### src/rtl/fifo_reader_if.sv
// Handshake bundle between a FIFO core, the fifo_reader skid buffer and its downstream consumer.
// The slave modport is the fifo_reader side; the master modport is the surrounding environment.
interface fifo_reader_if #(
  parameter int DATA_W = 8
);
  logic              fifo_empty;
  logic [DATA_W-1:0] fifo_data;
  logic              fifo_rd_en;
  logic              m_valid;
  logic              m_ready;
  logic [DATA_W-1:0] m_data;

  modport master (
    output fifo_empty, fifo_data, m_ready,
    input  fifo_rd_en, m_valid, m_data
  );

  modport slave (
    input  fifo_empty, fifo_data, m_ready,
    output fifo_rd_en, m_valid, m_data
  );
endinterface

### src/rtl/fifo_reader.sv
// Pops a 1-cycle-latency FIFO core into a 2-entry in-order skid buffer feeding a valid/ready sink.
// Optional popped-word counter output pop_cnt is enabled by defining FIFO_READER_CNT_EN.
module fifo_reader #(
  parameter int DATA_W = 8
) (
  input  logic         clk,
  input  logic         rst,
`ifdef FIFO_READER_CNT_EN
  output logic [15:0]  pop_cnt,
`endif
  fifo_reader_if.slave bus
);

  logic [1:0]        occ_q, occ_d;
  logic              infl_q, infl_d;
  logic              wr_idx_q, wr_idx_d;
  logic              rd_idx_q, rd_idx_d;
  logic [DATA_W-1:0] mem_q [2];
  logic [DATA_W-1:0] mem_d [2];

  logic              valid;
  logic              pop;
  logic              rd_en;
  logic [1:0]        credit;

  // credit is the occupancy after this edge, before any new request lands; it never exceeds 2
  // because a request is only issued while it is below 2, and pop implies occ_q >= 1.
  always_comb begin
    valid  = (occ_q != 2'd0);
    pop    = valid & bus.m_ready;
    credit = occ_q + {1'b0, infl_q} - {1'b0, pop};
    rd_en  = ~bus.fifo_empty & ~rst & (credit < 2'd2);
  end

  // NOTE: every variable written in this block gets a default first, so no latch is inferred.
  always_comb begin
    occ_d    = credit;
    infl_d   = rd_en;
    wr_idx_d = wr_idx_q;
    rd_idx_d = rd_idx_q;
    mem_d    = mem_q;
    if (infl_q) begin
      mem_d[wr_idx_q] = bus.fifo_data;
      wr_idx_d        = ~wr_idx_q;
    end
    if (pop) begin
      rd_idx_d = ~rd_idx_q;
    end
  end

  // NOTE: state uses non-blocking assignments; the two storage words are reset too so m_data
  // reads 0 while in reset rather than stale payload.
  always_ff @(posedge clk) begin
    if (rst) begin
      occ_q    <= 2'd0;
      infl_q   <= 1'b0;
      wr_idx_q <= 1'b0;
      rd_idx_q <= 1'b0;
      mem_q[0] <= '0;
      mem_q[1] <= '0;
    end else begin
      occ_q    <= occ_d;
      infl_q   <= infl_d;
      wr_idx_q <= wr_idx_d;
      rd_idx_q <= rd_idx_d;
      mem_q    <= mem_d;
    end
  end

  assign bus.fifo_rd_en = rd_en;
  assign bus.m_valid    = valid;
  assign bus.m_data     = mem_q[rd_idx_q];

`ifdef FIFO_READER_CNT_EN
  logic [15:0] pop_cnt_q, pop_cnt_d;

  always_comb begin
    pop_cnt_d = pop_cnt_q + {15'd0, pop};
  end

  always_ff @(posedge clk) begin
    if (rst) pop_cnt_q <= 16'd0;
    else     pop_cnt_q <= pop_cnt_d;
  end

  assign pop_cnt = pop_cnt_q;
`endif

endmodule
### src/flat_wrapper.sv
// flat-port wrapper written by rule: the top's interface ports become plain ports
module fifo_reader_flat 
#(
  parameter int DATA_W = 8
)
  (clk, rst, bus_fifo_empty, bus_fifo_data, bus_m_ready, bus_fifo_rd_en, bus_m_valid, bus_m_data);
  fifo_reader_if #(.DATA_W(DATA_W)) bus_i ();
  input  logic clk;
  input  logic rst;
  input wire logic [$bits(bus_i.fifo_empty)-1:0] bus_fifo_empty;
  input wire logic [$bits(bus_i.fifo_data)-1:0] bus_fifo_data;
  input wire logic [$bits(bus_i.m_ready)-1:0] bus_m_ready;
  output wire logic [$bits(bus_i.fifo_rd_en)-1:0] bus_fifo_rd_en;
  output wire logic [$bits(bus_i.m_valid)-1:0] bus_m_valid;
  output wire logic [$bits(bus_i.m_data)-1:0] bus_m_data;
  assign bus_i.fifo_empty = bus_fifo_empty;
  assign bus_i.fifo_data = bus_fifo_data;
  assign bus_i.m_ready = bus_m_ready;
  assign bus_fifo_rd_en = bus_i.fifo_rd_en;
  assign bus_m_valid = bus_i.m_valid;
  assign bus_m_data = bus_i.m_data;
  fifo_reader #(.DATA_W(DATA_W)) u_core (.clk(clk), .rst(rst), .bus(bus_i));
endmodule
### config.mk
export PLATFORM = sky130hd
export DESIGN_NAME = fifo_reader_flat
export DESIGN_NICKNAME = d
export VERILOG_FILES = /design/src/rtl/fifo_reader_if.sv /design/src/rtl/fifo_reader.sv /design/src/flat_wrapper.sv
export SDC_FILE = /design/constraint.sdc
export NUM_CORES = 1
export LEC_CHECK = 0
export ABC_AREA = 1
export ABC_CLOCK_PERIOD_IN_PS = 2950
export CORE_MARGIN = 3
export CORE_UTILIZATION = 28
export DETAILED_ROUTE_END_ITERATION = 8
export PLACE_DENSITY_LB_ADDON = 0.15
export SLEW_MARGIN = 25
export SYNTH_ARGS = -nofsm -noshare
export SYNTH_HDL_FRONTEND = slang
export SYNTH_SLANG_ARGS = --single-unit
### constraint.sdc
create_clock -name clk -period 2.95 [get_ports clk]
set_clock_uncertainty 0.2 [all_clocks]
set_input_delay 0.4425 -clock clk [delete_from_list [all_inputs] [get_ports clk]]
set_output_delay 0.4425 -clock clk [all_outputs]
set_load 0.02 [all_outputs]
==> metrics <==
Syn Area/Cell 7.56 um^2; RSZ-0062 raised after global routing no; delay-heaviest family, CP buffers and inverters; largest net degree at the start of global routing 18; async set-reset flop share out of synthesis 0; H-Tree Depth 1; CP Launch Type primary input; post-route cell area 1200 um^2; top post-synthesis cells by count nor2_1 (41), dfxtp_1 (21), o21ai_0 (13); Cell Rows 20; Yosys top cell by area dfxtp_1; post-synthesis sequential area ratio 0.463; DRC viols 0; Setup crit start bus_m_ready; count of final max-slew check failures 0; setup slack at placement -0.163 ns; worst-path cell chain clkdlybuf4s50_1 -> inv_1 -> nor2_1 -> ha_1 -> inv_1 -> ha_1 -> inv_1 -> nand3_1 -> nand2_1 -> nor2_1 -> clkdlybuf4s15_1; Post-Syn Area between 900 and 1000 um^2; Final #Nets 160; antenna violations before repair 0; Hold Crit Class register to register; CTS Buf Count 3; total number of vias 792; relative slew slack 0.684; Worst Hold Path EP u_core.mem_q[14]$_SDFFE_PP0P_; global-route wire length before repair 3440 um; Reg2Reg Launch Point u_core.occ_q[1]$_SDFF_PP0_; root buf cell clkbuf_4; Post-DP HPWL 1430 um; P_leak 0.501 nW; post-synth top area share 0.463; GPL Wtd Cong between 0.7 and 0.8; Max-Cap Viols 0; crit end category output pin; PwrDens 777 nW/um^2; Synth cell types 15; die footprint 3960 um^2; outcome complete, no violations; flop-to-flop setup slack 1.23 ns; final hold violation count 0; register bit total from synthesis 21; post-route setup slack about 0.14 ns; Area growth, synth to finish 32.4%; Post-Synthesis Cells 120; Least-Margin Pin Slew ~0.47 ns; placed cell areas between 1000 and 1500 um^2; Final Cycle Share 0.951; worst r2r dst u_core.occ_q[1]$_SDFF_PP0_; worst hold path depth 2; Synth warnings 0; I/O pin cnt 22; Port Buf Inserts 21; vias per cell around 4.2; fillcell total 332; WL/cell 10.6 um; Pwr Total 934 uW; worst path required time between 2 and 2.5 ns; CP Class primary input to output pin; Crit path depth 11; WHS 0.290 ns; hold path startpoint u_core.mem_q[14]$_SDFFE_PP0P_; DRT Wirelength between 1500 and 2000 um; layout cells sized above 1 0.131; max incr delay on CP 0.48 ns; vias in the first global route about 780; GRT Overall Usage 0.109; number of diodes 0; CP Max Fanout 2; die height approximately 63 um; Setup-failing EPs final 0; remaining antenna violation count 0; CP most frequent cell inv_1; VDD IR max 0.251 mV; worst reg2reg path depth 11; worst-case clock buffer depth 2; fmax 0.356 GHz; area of the core ~3100 um^2; drt initial violations 18; top_reg_cell synth dfxtp_1; Crit-path slowest cell clkdlybuf4s50_1; post-CTS setup buffers 0; # clock sinks 21; Post-synth EDFFs 0; CTS tree done; Buf/Inv on CP 5; Initial Utilization 0.295; Clock Latency Late Sink 0.30 ns; ranking of synthesized cells by area dfxtp_1 (46%), nor2_1 (17%), mux2_2 (9.9%); final worst path period need 2.81 ns; CP arrival around 2.2 ns; most common cell in the netlist nor2_1; Die W about 63 um; drt pass-1 iters 4; grt ovf 0; Worst-path clk slew roughly 0.12 ns; syn nets 134
-- final cells by class --
cell class,instances,area (um^2),share of cell area
inverters,11,41.3,0.0344
flip-flops and latches,21,420,0.350
clock buffers,4,26.3,0.0219
well taps,44,55.1,0.0458
multi-input cells,86,433,0.360
repair buffers,23,225,0.188
-- worst max path at each step --
stage / end / slack, ns
after floorplan: bus_fifo_rd_en / 0.80
after global placement: bus_fifo_rd_en / -0.13
after detailed placement: bus_fifo_rd_en / -0.16
after CTS: bus_fifo_rd_en / 0.11
after global routing: bus_fifo_rd_en / 0.007
final: bus_fifo_rd_en / 0.14
-- per-stage QoR --
step           setup TNS, ns  std cells   util
2_1_floorplan              0        120      -
3_3_place_gp          -0.131        185  0.382
3_5_place_dp          -0.163        185  0.382
4_1_cts                    0        189  0.390
5_1_grt                    0        189  0.390
6_report                   0        189  0.390
-- worst register-to-register path, cell delays in order, from the launching register on --
cell and delay, ns:
dfxtp_1 0.41, nor2_1 0.06, nor2_1 0.13, ha_1 0.25
inv_1 0.06, ha_1 0.15, buf_4 0.11, nand2_1 0.06
nand2_1 0.06, nand2_1 0.04, nand2_1 0.06, nor2_1 0.04
-- report_power, final --
part / internal [mW] / switching, mW / total [mW]
Sequential: 0.341 / 0.0476 / 0.388
Combinational: 0.193 / 0.213 / 0.407
Clock: 0.0527 / 0.0860 / 0.139
Total: 0.587 / 0.347 / 0.934
-- routing by layer --
metal  share of wire  vias up  global-route usage
met2            0.48       12               0.199
li1                -      434                   -
met4          0.0075        0              0.0248
met3           0.034        2              0.0342
met5               0        -                   0
met1            0.48      344               0.121
-- cells in the final DEF, fill, tap and decap left out --
cell type / instances
o21ai_1: 3
dfxtp_1: 21
inv_1: 7
buf_4: 2
clkbuf_1: 1
clkdlybuf4s15_1: 1
nand2_1: 12
nor3_1: 1
clkbuf_4: 3
or2_1: 1
nor2_1: 41
clkdlybuf4s50_1: 20
nand2_2: 2
ha_1: 2
mux2_2: 8
o21ai_0: 13
inv_2: 4
nand3_1: 3
-- flip-flops by register name, indices dropped and copies added, names as in the netlist --
register and flops:
u_core.infl_q 1, u_core.mem_q 16, u_core.occ_q 2, u_core.rd_idx_q 1, u_core.wr_idx_q 1
-- cell families (layout without fill, tap and decap cells) --
| group | count (synthesis) | in the layout | synth area share |
|---|---|---|---|
| muxes | 8 | 8 | 0.0993 |
| buffers and inverters | 13 | 38 | 0.0593 |
| AOI/OAI and AO/OA | 16 | 16 | 0.0883 |
| and+or+nand+nor | 60 | 60 | 0.262 |
| adders and majority gates | 2 | 2 | 0.0276 |
| DFF | 21 | 21 | 0.463 |
-- what timing repair did --
item / CTS / global route
pin swaps: 0 / 0
gates resized for setup: 1 / 1
hold buffers: 0 / 0
endpoints found under the setup margin: 1 / 1
(Power assumes the default switching activity.)
